## config.mk

```make
export PLATFORM = sky130hd
export DESIGN_NAME = echo_app_flow_sched
export DESIGN_NICKNAME = d
export VERILOG_FILES = /design/src/rtl/echo_app_flow_sched_pkg.sv /design/src/rtl/echo_flow_sched_ring.sv /design/src/rtl/echo_app_flow_sched.sv
export SDC_FILE = /design/constraint.sdc
export NUM_CORES = 1
export LEC_CHECK = 0
export ABC_CLOCK_PERIOD_IN_PS = 3300
export CAP_MARGIN = 40
export CORE_MARGIN = 4
export CORE_UTILIZATION = 50
export DETAILED_ROUTE_END_ITERATION = 8
export PLACE_DENSITY = 0.87
export SLEW_MARGIN = 30
export SYNTH_ARGS = -nofsm -noshare
export SYNTH_HDL_FRONTEND = slang
export SYNTH_SLANG_ARGS = --single-unit
```

## constraint.sdc

```tcl
create_clock -name clk -period 3.3 [get_ports clk]
set_clock_uncertainty 0.2 [all_clocks]
set_input_delay 0.66 -clock clk [delete_from_list [all_inputs] [get_ports clk]]
set_output_delay 0.66 -clock clk [all_outputs]
set_load 0.02 [all_outputs]
```

## src/rtl/echo_app_flow_sched_pkg.sv

```systemverilog
// Shared constants for the echo application's flow scheduler.
// Flow ID width and flow count are the codebase-wide values; the
// occupancy width is derived from the flow count.
package echo_app_flow_sched_pkg;

  localparam int SCHED_FLOW_ID_W    = 3;
  localparam int SCHED_MAX_FLOW_CNT = 8;
  localparam int FLOW_SCHED_OCC_W   = $clog2(SCHED_MAX_FLOW_CNT) + 1;

  // Advance a circular-buffer pointer, wrapping modulo depth.
  function automatic int wrap_inc(input int ptr, input int depth);
    return (ptr == depth - 1) ? 0 : ptr + 1;
  endfunction

endpackage

```

## src/rtl/echo_flow_sched_ring.sv

```systemverilog
// Circular flow-ID storage: head/tail pointers, occupancy counter,
// push/pop with full/empty. Pushes while full and pops while empty are ignored.
// Storage contents are data only and are not reset.
module echo_flow_sched_ring
  import echo_app_flow_sched_pkg::*;
#(
  parameter  int W     = SCHED_FLOW_ID_W,
  parameter  int DEPTH = SCHED_MAX_FLOW_CNT,
  localparam int PTR_W = $clog2(DEPTH),
  localparam int OCC_W = $clog2(DEPTH) + 1
) (
  input  logic             clk,
  input  logic             rst,
  input  logic             push,
  input  logic [W-1:0]     push_data,
  input  logic             pop,
  output logic [W-1:0]     head_data,
  output logic [OCC_W-1:0] occupancy,
  output logic             full,
  output logic             empty
);

  logic [W-1:0]     mem [DEPTH];
  logic [PTR_W-1:0] head_ptr;
  logic [PTR_W-1:0] tail_ptr;
  logic             do_push;
  logic             do_pop;

  assign empty     = (occupancy == '0);
  assign full      = (occupancy == OCC_W'(DEPTH));
  assign do_push   = push & ~full;
  assign do_pop    = pop & ~empty;
  assign head_data = mem[head_ptr];

  // Pointer and occupancy bookkeeping.
  always_ff @(posedge clk) begin
    if (rst) begin
      head_ptr  <= '0;
      tail_ptr  <= '0;
      occupancy <= '0;
    end else begin
      if (do_push) tail_ptr <= PTR_W'(wrap_inc(int'(tail_ptr), DEPTH));
      if (do_pop)  head_ptr <= PTR_W'(wrap_inc(int'(head_ptr), DEPTH));
      case ({do_push, do_pop})
        2'b10:   occupancy <= occupancy + 1'b1;
        2'b01:   occupancy <= occupancy - 1'b1;
        default: occupancy <= occupancy;
      endcase
    end
  end

  // Entry write at the tail.
  always_ff @(posedge clk) begin
    if (do_push) mem[tail_ptr] <= push_data;
  end

endmodule

```

## src/rtl/echo_app_flow_sched.sv

```systemverilog
// Round-robin flow scheduler for the echo copy engine.
// Merges registered new-flow notifications (priority) with controller
// requeues, tracks open flows and drops dead queue heads internally.
// Optional macro FLOW_SCHED_DEDUP_EN: keep a queued bitmap so a flow is
// stored at most once; duplicate enqueues complete but write nothing.
module echo_app_flow_sched
  import echo_app_flow_sched_pkg::*;
#(
  parameter  int FLOW_ID_W = SCHED_FLOW_ID_W,
  parameter  int MAX_FLOWS = SCHED_MAX_FLOW_CNT,
  localparam int OCC_W     = $clog2(MAX_FLOWS) + 1
) (
  input  logic                 clk,
  input  logic                 rst,
  input  logic                 new_flow_val,
  input  logic [FLOW_ID_W-1:0] new_flow_flowid,
  input  logic                 close_flow_val,
  input  logic [FLOW_ID_W-1:0] close_flow_flowid,
  input  logic                 requeue_val,
  input  logic [FLOW_ID_W-1:0] requeue_flowid,
  output logic                 requeue_rdy,
  output logic                 sched_val,
  output logic [FLOW_ID_W-1:0] sched_flowid,
  input  logic                 sched_yumi,
  output logic [OCC_W-1:0]     occupancy,
  output logic                 err_overflow
);

  logic                 notif_q;
  logic [FLOW_ID_W-1:0] notif_id_q;
  logic [MAX_FLOWS-1:0] active;
  logic [FLOW_ID_W-1:0] head_id;
  logic                 full;
  logic                 empty;
  logic                 enq_req;
  logic [FLOW_ID_W-1:0] enq_id;
  logic                 enq_write;
  logic                 push;
  logic                 pop;
  logic                 skip;
  logic                 head_live;

  echo_flow_sched_ring #(
    .W     (FLOW_ID_W),
    .DEPTH (MAX_FLOWS)
  ) u_ring (
    .clk       (clk),
    .rst       (rst),
    .push      (push),
    .push_data (enq_id),
    .pop       (pop),
    .head_data (head_id),
    .occupancy (occupancy),
    .full      (full),
    .empty     (empty)
  );

`ifdef FLOW_SCHED_DEDUP_EN
  logic [MAX_FLOWS-1:0] queued;
`endif

  // Enqueue arbitration, dead-head skip and handshake outputs.
  always_comb begin
    head_live    = ~empty & active[head_id];
    sched_val    = ~rst & head_live;
    sched_flowid = sched_val ? head_id : '0;
    skip         = ~rst & ~empty & ~active[head_id];
    pop          = skip | (sched_val & sched_yumi);
    requeue_rdy  = ~rst & ~notif_q & ~full;
    enq_req      = notif_q | (requeue_val & requeue_rdy);
    enq_id       = notif_q ? notif_id_q : requeue_flowid;
`ifdef FLOW_SCHED_DEDUP_EN
    enq_write    = enq_req & ~queued[enq_id];
`else
    enq_write    = enq_req;
`endif
    push         = enq_write & ~full;
  end

  // Notification staging register; the ID is data and is not reset.
  always_ff @(posedge clk) begin
    if (rst) notif_q <= 1'b0;
    else     notif_q <= new_flow_val;
    notif_id_q <= new_flow_flowid;
  end

  // Open-flow bitmap: close clears, notification sets, set wins.
  always_ff @(posedge clk) begin
    if (rst) begin
      active <= '0;
    end else begin
      logic [MAX_FLOWS-1:0] nxt;
      nxt = active;
      if (close_flow_val) nxt[close_flow_flowid] = 1'b0;
      if (notif_q)        nxt[notif_id_q]        = 1'b1;
      active <= nxt;
    end
  end

`ifdef FLOW_SCHED_DEDUP_EN
  // Queued bitmap: pop clears, write sets, set wins.
  always_ff @(posedge clk) begin
    if (rst) begin
      queued <= '0;
    end else begin
      logic [MAX_FLOWS-1:0] nxt;
      nxt = queued;
      if (pop)  nxt[head_id] = 1'b0;
      if (push) nxt[enq_id]  = 1'b1;
      queued <= nxt;
    end
  end
`endif

  // Sticky overflow flag for writes dropped at full.
  always_ff @(posedge clk) begin
    if (rst)                    err_overflow <= 1'b0;
    else if (enq_write && full) err_overflow <= 1'b1;
  end

endmodule

```

==> results of run 1 <==
==> per-stage QoR <==
stage	TNS (ns)	utilization (%)	instances	hold WS [ns]	total power [mW]
after global routing	-0.815	65.2	290	0.304	2.08
after global placement	-0.542	60.3	274	0.259	1.43
after floorplan	-0.0606	-	193	0.248	1.22
after detailed placement	-0.952	60.3	274	0.272	1.45
final	-0.183	65.2	290	0.290	1.97
after CTS	-0.102	64.0	285	0.286	1.91
==> layout make-up <==
type | instances | area (um^2)
repair buffers | 45 | 402
fillers | 320 | 1530
clock inverters | 1 | 30.0
flip-flops and latches | 50 | 1240
multi-input cells | 131 | 1030
inverters | 4 | 15.0
clock buffers | 7 | 76.3
well taps | 52 | 65.1
==> per-layer routing <==
layer  GRT usage, %  vias to the layer above  wire (um)
met1           24.2                      755       2080
li1               -                      792          -
met3           4.62                        8        208
met5              0                        -          0
met4           5.24                        0         70
met2           27.7                       43       2130
==> placed cells by master, fill, tap and decap left out, drive strengths merged <==
master         count
clkdlybuf4s15      2
and3               1
nand2b             5
and2               1
o31ai              2
mux4               4
or3                1
and2b              1
o41ai              1
edfxtp            24
buf               22
o21bai             1
nand3b             4
ha                 7
nand4              2
dfxtp             26
mux2i             10
nor2              14
o21ai              9
a21oi             16
nor2b             11
a22o               1
nand3              5
clkbuf             8
xor2               3
xnor2              1
nand2             12
nor3b              2
nor4               2
a2111oi            1
inv                4
mux2               7
bufinv             1
clkdlybuf4s50     20
nor3               7
==> flip-flops by register name, indices dropped and copies added (netlist names), named ones only <==
| name | flops |
|---|---|
| active | 8 |
| err_overflow | 1 |
| notif_id_q | 3 |
| notif_q | 1 |
| u_ring.head_ptr | 3 |
| u_ring.mem | 24 |
| u_ring.occupancy | 4 |
| u_ring.tail_ptr | 3 |
==> cells by family (layout without fill, tap and decap cells) <==
logic type                 Yosys count  after routing
and+or+nand+nor                     68             68
xor gates and xnor gates             4              4
AOI/OAI and AO/OA                   31             31
muxes                               21             21
adders and majority gates            7              7
buffers and inverters               12             57
DFF                                 50             50
==> worst paths after layout <==
check	start	endpoint	slack, ns	cells past startpoint
setup / recovery	register	u_ring.occupancy[2]	-0.08	14
hold / removal	active[5]	active[5]	0.29	2
hold reg to reg	active[5]	active[5]	0.29	2
setup reg to reg	register	u_ring.occupancy[2]	-0.08	14
==> power by group through the flow <==
stage	Sequential (mW)	Clock [mW]	Combinational (mW)
CTS	0.788	0.417	0.708
global route	0.797	0.440	0.844
global placement	0.793	0	0.639
finish	0.785	0.410	0.773
detailed placement	0.798	0	0.656
floorplan	0.776	0	0.447
==> timing repair <==
item                                    CTS  global route
resized for setup                        21             8
pin swaps                                 5             3
buffers inserted                          3             5
endpoints found under the setup margin    6             7
==> worst max-delay path, stage by stage (launching register included) <==
cell and delay [ns]:
dfxtp_4 0.38, buf_4 0.11, mux4_2 0.51, mux2i_4 0.21, nor2_1 0.06, a22o_1 0.25
o41ai_4 0.29, inv_2 0.11, ha_4 0.17, xor2_1 0.14, ha_2 0.19, a21oi_2 0.14
xor2_1 0.09, or3_1 0.30, a21oi_1 0.14
==> flow_summary.ini, run 1 <==
[power_and_ir_drop]
p_switching_uw = 601
p_leak_nw = 1.04
p_comb_share_pct = 39.3
power.density_nw_per_um2 = 688
swShare_pct = 30.5
pwr-share-clk_pct = 20.8
internal_power_mw = 1.37
irDropWorstVdd_v = 0.000361
pwr-share-seq_pct = 39.9

[logic_synthesis]
synth_area_leaders = edfxtp_1, dfxtp_1, mux4_2
syn_nets = 215
syn_area_um2 = 2270
netlist_instances = 193
yosysTopAreaCell = edfxtp_1
synthAdderAreaFrac_pct = 3.85
synth-edff-count = 24
async_flop_share_pct = 0
yosys-top-cells-count = dfxtp_1, edfxtp_1, a21oi_1
synth-simple-area-share_pct = 16.2
ys_ff_latch = 50
ys.flop_type = dfxtp_1
synth_cell_types = 38
syn_avg_cell_area_um2 = 11.8
synth_mux_area_share_pct = 12.9
yosysSeqAreaShare_pct = 54.6
yosysMostFrequentCell = dfxtp_1
yosysWarnings = 0
synth_top_area_share_pct = 31.7
synth_top_family_by_area = simple AND/OR/NAND/NOR gates
synth_xor_area_share_pct = 1.54
synth-compound-area-share_pct = 8.48

[global_routing]
grt_pass1_wl_mm = 7.49
grt_pass1_vias = 1590
global_route.overflow_total = 0
antenna_found_initial = 0
track_usage_pct = 17.7
grt_max_degree = 23

[die]
die_y_um = 75.4
core_um2 = 4380
rows = 24
ios = 25
die_x_um = 75.4
die_area_um2 = 5690
initial_core_util_pct = 51.8

[timing]
rsz0062_at_grt = true
slew_viol_final = 0
setup_viol = 4
slew-limit-headroom_pct = 63.0
period_share_pct = 102
final_hold_viol_count = 0
fin_crit_ns = 3.38
tightest_slew_ns = 0.551
fmax_ghz = 0.296
layout_setup_ws_ns = -0.0755

[critical_path]
startpoint_type = register
crit_arrival_ns = 3.40
required_ns = 3.33
critPathMaxFanout = 4
crit_path_end_kind = register
criticalPathCategory = register to register

[outcome]
status = complete, but fails checks
violations = setup timing

[route]
detail-route-antenna-nets = 0
drtIter0Drc = 101
avgRoutedWirePerCell_um = 15.5
vias = 1598
wirelength_mm = 4.49
avgViaCountPerCell = 5.51
drcViolationCount = 0
drt_first_pass_iters = 4

[clock_tree]
htreeDepth = 2
cts_root_buf = clkbuf_8
cts_tree = done
clk_pin_slew_ns = 0.08
ctsHoldBuffers = 0
numCtsBuffers = 5
cts_max_path_buffers = 2
cts.sinks = 50
clk_latency_ns = 0.29

[cells_and_area]
drive_gt1_share_pct = 21.8
fin_nets = 259
finish.instance_area_um2 = 2860
antenna-diode-count = 0
syn_to_final_growth_pct = 25.8

[job]
maxCapViolCount = 0

[placement]
place_ws_ns = -0.241
gp_congestion = 0.797
hpwl_mm = 3.25
io_buffers = 24
place_area_um2 = 2640

[min_path]
hold_class = register to register
No activity file was read; power rests on OpenSTA's default activity.
==> run 2: changes to the inputs <==
--- a/config.mk
+++ b/config.mk
@@ -7,3 +7,3 @@
 export LEC_CHECK = 0
-export ABC_CLOCK_PERIOD_IN_PS = 3300
+export ABC_CLOCK_PERIOD_IN_PS = 2800
 export CAP_MARGIN = 40
@@ -13,2 +13,3 @@
 export PLACE_DENSITY = 0.87
+export REMOVE_ABC_BUFFERS = 1
 export SLEW_MARGIN = 30
==> constraint.sdc (replaced) <==
create_clock -name clk -period 2.8 [get_ports clk]
set_clock_uncertainty 0.2 [all_clocks]
set_input_delay 0.28 -clock clk [delete_from_list [all_inputs] [get_ports clk]]
set_output_delay 0.28 -clock clk [all_outputs]
set_load 0.02 [all_outputs]
==> flow_summary.ini, run 2 (same netlist as run 1, synthesis figures left out) <==
[outcome]
status = complete, but fails checks
violations = setup timing

[cells_and_area]
fin_nets = 267
drive_gt1_share_pct = 30.1
instances_no_fill = 298
reg_top3 = u_ring.mem x24, active x8, u_ring.occupancy x4
antenna-diode-count = 0
n_fill_cell = 301
syn_to_final_growth_pct = 32.9
largest-register = u_ring.mem
largest_register_ffs = 24
final_common_cell = buf_4
finish.instance_area_um2 = 3020
mostFrequentLayoutCells = buf_4, dfxtp_1, edfxtp_1, clkdlybuf4s50_1

[job]
maxCapViolCount = 0

[critical_path]
crit_arrival_ns = 3.33
startpoint_type = register
crit_path_end_kind = register
critPathMaxFanout = 4
criticalPathCategory = register to register
reg2reg_slack_ns = -0.49
required_ns = 2.84

[timing]
slew-limit-headroom_pct = 66.7
fin_crit_ns = 3.29
slew_viol_final = 0
final_hold_viol_count = 0
worst_hold_slack_ns = 0.205
rsz0062_at_grt = true
layout_setup_ws_ns = -0.486
fmax_ghz = 0.304
tightest_slew_ns = 0.496
setup_viol = 8
fin_setup_tns_ns = -1.74
period_share_pct = 117

[power_and_ir_drop]
p_leak_nw = 1.10
irDropWorstVdd_v = 0.000474
power.density_nw_per_um2 = 870

[global_routing]
grt_pass1_vias = 1552
global_route.overflow_total = 0
antenna_found_initial = 0
track_usage_pct = 17.6
grt_max_degree = 23
grt_pass1_wl_mm = 7.20

[die]
initial_core_util_pct = 51.8
core_um2 = 4380
die_x_um = 75.4
die_area_um2 = 5690
rows = 24
ios = 25
die_y_um = 75.4

[clock_tree]
clk_pin_slew_ns = 0.09
cts_max_path_buffers = 2
cts_root_buf = clkbuf_8
cts.sinks = 50
clk_latency_ns = 0.31
numCtsBuffers = 5
cts_tree = done
htreeDepth = 2

[route]
wirelength_mm = 4.88
drt_first_pass_iters = 4
drcViolationCount = 0
detail-route-antenna-nets = 0
avgRoutedWirePerCell_um = 16.4
vias = 1638
avgViaCountPerCell = 5.50
drtIter0Drc = 90

[placement]
gp_congestion = 0.846
hpwl_mm = 3.25
io_buffers = 24
dp.cells = 278
place_ws_ns = -0.591
place_area_um2 = 2670

[min_path]
hold_class = primary input to register
[run 2: layout make-up]
cell class	instances	area (um^2)	share of cell area (%)
clock buffers	5	68.8	2.28
clock inverters	3	68.8	2.28
inverters	4	15.0	0.497
multi-input cells	131	1090	36.2
flip-flops and latches	50	1240	41.2
well taps	52	65.1	2.15
repair buffers	53	467	15.5
[run 2: power breakdown]
group / internal [mW] / switching [mW]
Clock: 0.358 / 0.240
Sequential: 0.839 / 0.0602
Combinational: 0.632 / 0.497
Total: 1.83 / 0.797
[run 2: final timing paths]
check        cells after the start                   to          startpoint
max                             14  u_ring.occupancy[2]            register
max reg2reg                     14  u_ring.occupancy[2]            register
min reg2reg                      2         err_overflow        err_overflow
min                              1        notif_id_q[2]  new_flow_flowid[2]
[run 2: routing by layer]
metal	up-vias	global-route usage, %	part of all wire [%]
li1	804	-	-
met1	783	21.6	41
met2	40	29.4	52
met3	11	4.75	4.5
met4	0	6.99	2.4
met5	-	0	0
[run 2: metrics by stage]
step,total power [mW],util (%)
detailed placement,1.73,60.8
floorplan,1.41,-
CTS,2.44,65.9
finish,2.63,68.9
global route,2.77,68.9
global placement,1.70,60.8
[run 2: worst max-delay path: stages, from the launching register on]
cell	delay, ns
dfxtp_2	0.36
buf_6	0.12
mux4_2	0.52
mux2i_4	0.20
nor2b_2	0.06
a22o_1	0.25
o41ai_4	0.27
inv_2	0.10
ha_4	0.18
xor2_2	0.14
ha_2	0.17
a21oi_2	0.12
xor2_1	0.09
or3_1	0.30
a21oi_1	0.14
[run 2: what timing repair did]
| action | CTS | global route |
|---|---|---|
| pin swaps | 10 | 11 |
| endpoints found under the setup margin | 8 | 14 |
| buffers inserted | 5 | 8 |
| hold buffers | 0 | 0 |
| gates resized for setup | 33 | 21 |
==> run 3: changes to the inputs <==
- PLACE_DENSITY: 0.87 -> 0.75
==> flow_summary.ini, run 3 (same netlist as run 1, synthesis figures left out) <==
[route]
drtIter0Drc = 65
avgViaCountPerCell = 5.34
drt_first_pass_iters = 4
wirelength_mm = 4.59
vias = 1566
drcViolationCount = 0
detail-route-antenna-nets = 0
avgRoutedWirePerCell_um = 15.7

[cells_and_area]
instances_no_fill = 293
mostFrequentLayoutCells = dfxtp_1, edfxtp_1, buf_4, clkdlybuf4s50_1
reg_top3 = u_ring.mem x24, active x8, u_ring.occupancy x4
syn_to_final_growth_pct = 27.2
largest-register = u_ring.mem
largest_register_ffs = 24
fin_util_pct = 65.9
final_common_cell = dfxtp_1
antenna-diode-count = 0
multi_input_comb_area_um2 = 1060
n_fill_cell = 341
fin_nets = 262
seq_area_um2 = 1240
drive_gt1_share_pct = 25.3

[min_path]
hold_start = new_flow_flowid[2]
hold_class = primary input to register
hold_depth = 1
min_to = notif_id_q[2]

[power_and_ir_drop]
irDropWorstVdd_v = 0.000434
power.density_nw_per_um2 = 799
p_total_mw = 2.31
p_leak_nw = 1.05

[timing]
period_share_pct = 118
fmax_ghz = 0.302
final_hold_viol_count = 0
layout_setup_ws_ns = -0.509
setup_viol = 8
slew_viol_final = 0
tightest_slew_ns = 0.545
fin_crit_ns = 3.31
rsz0062_at_grt = true
slew-limit-headroom_pct = 63.4
worst_hold_slack_ns = 0.224

[global_routing]
grt_pass1_wl_mm = 7.25
met3_usage_pct = 4.62
grt_pass1_vias = 1542
met1_usage_pct = 21.9
grt_max_degree = 22
top_usage_layer = met2
track_usage_pct = 17.4
global_route.overflow_total = 0
grt_util_met2_pct = 29.4
antenna_found_initial = 0

[job]
maxCapViolCount = 0

[clock_tree]
numCtsBuffers = 5
cts_tree = done
cts_max_path_buffers = 2
htreeDepth = 2
cts_root_buf = clkbuf_8
clk_latency_ns = 0.30
cts.sinks = 50
clk_pin_slew_ns = 0.09
ctsHoldBuffers = 0

[placement]
gp_congestion = 0.870
io_buffers = 24
hpwl_mm = 3.22
dp.cells = 280

[critical_path]
startpoint_type = register
crit_path_end_kind = register
crit_arrival_ns = 3.35
required_ns = 2.84
critPathMaxFanout = 5
reg2reg_slack_ns = -0.51
r2r_end = u_ring.occupancy[2]
worst_r2r_path_depth = 16
criticalPathCategory = register to register

[die]
rows = 24
core_um2 = 4380
die_y_um = 75.4
die_x_um = 75.4
initial_core_util_pct = 51.8
die_area_um2 = 5690
ios = 25

[outcome]
violations = setup timing
status = complete, but fails checks
-- run 3: cell types whose count changed in the layout (fill, tap and decap cells not counted), sizes merged --
| cell | change |
|---|---|
| clkinv | +2 |
| buf | -5 |
| bufinv | -2 |
-- run 3: stage by stage --
step                      worst slack [ns]  area, um^2  setup TNS, ns
after floorplan                     -0.711        2230          -2.89
after global placement              -0.490        2680          -2.18
after detailed placement            -0.595        2680          -2.64
after CTS                           -0.491        2840          -1.62
after global routing                -0.702        2890          -2.92
final                               -0.509        2890          -1.59
-- run 3: how the worst max path moves through the flow --
stage / startpoint / end / slack [ns] / cells after the start
2_1_floorplan: register / u_ring.occupancy[2] / -0.71 / 13
3_3_place_gp: register / u_ring.occupancy[2] / -0.49 / 14
4_1_cts: register / u_ring.occupancy[2] / -0.49 / 14
6_report: register / u_ring.occupancy[2] / -0.51 / 16
5_1_grt: register / u_ring.occupancy[2] / -0.70 / 16
3_5_place_dp: register / u_ring.occupancy[2] / -0.60 / 14
-- run 3: power breakdown --
part / internal (mW) / total [mW] / switching, mW
combinational: 0.548 / 1.01 / 0.465
sequential: 0.839 / 0.904 / 0.0651
clock: 0.167 / 0.392 / 0.225
-- run 3: area by class of cell --
type,count,area share [%]
clock buffer,5,2.38
clock inverter,3,0.390
inverter,4,0.519
multi-input combinational,131,36.7
sequential,50,43.0
tap,52,2.25
timing repair buffer,48,14.8
-- run 3: worst max-delay path, stage by stage (launching register included) --
cell	delay, ns
dfxtp_2	0.34
buf_6	0.13
buf_4	0.13
mux2i_1	0.10
nand3b_1	0.14
nand4_4	0.18
mux2i_2	0.21
a22o_1	0.28
o41ai_4	0.25
inv_2	0.10
ha_4	0.18
xor2_1	0.15
ha_1	0.19
a21oi_2	0.13
xor2_1	0.09
or3_1	0.31
a21oi_1	0.13
-- run 3: metal layers --
| metal | wire length (um) | vias up |
|---|---|---|
| li1 | - | 788 |
| met1 | 2020 | 745 |
| met5 | 0 | - |
| met3 | 157 | 4 |
| met4 | 42 | 0 |
| met2 | 2370 | 29 |
-- run 3: timing repair --
action                                  CTS  global route
buffers inserted                          4             2
endpoints found under the setup margin    8            14
gates resized for setup                  33            11
pin swaps                                 7             2
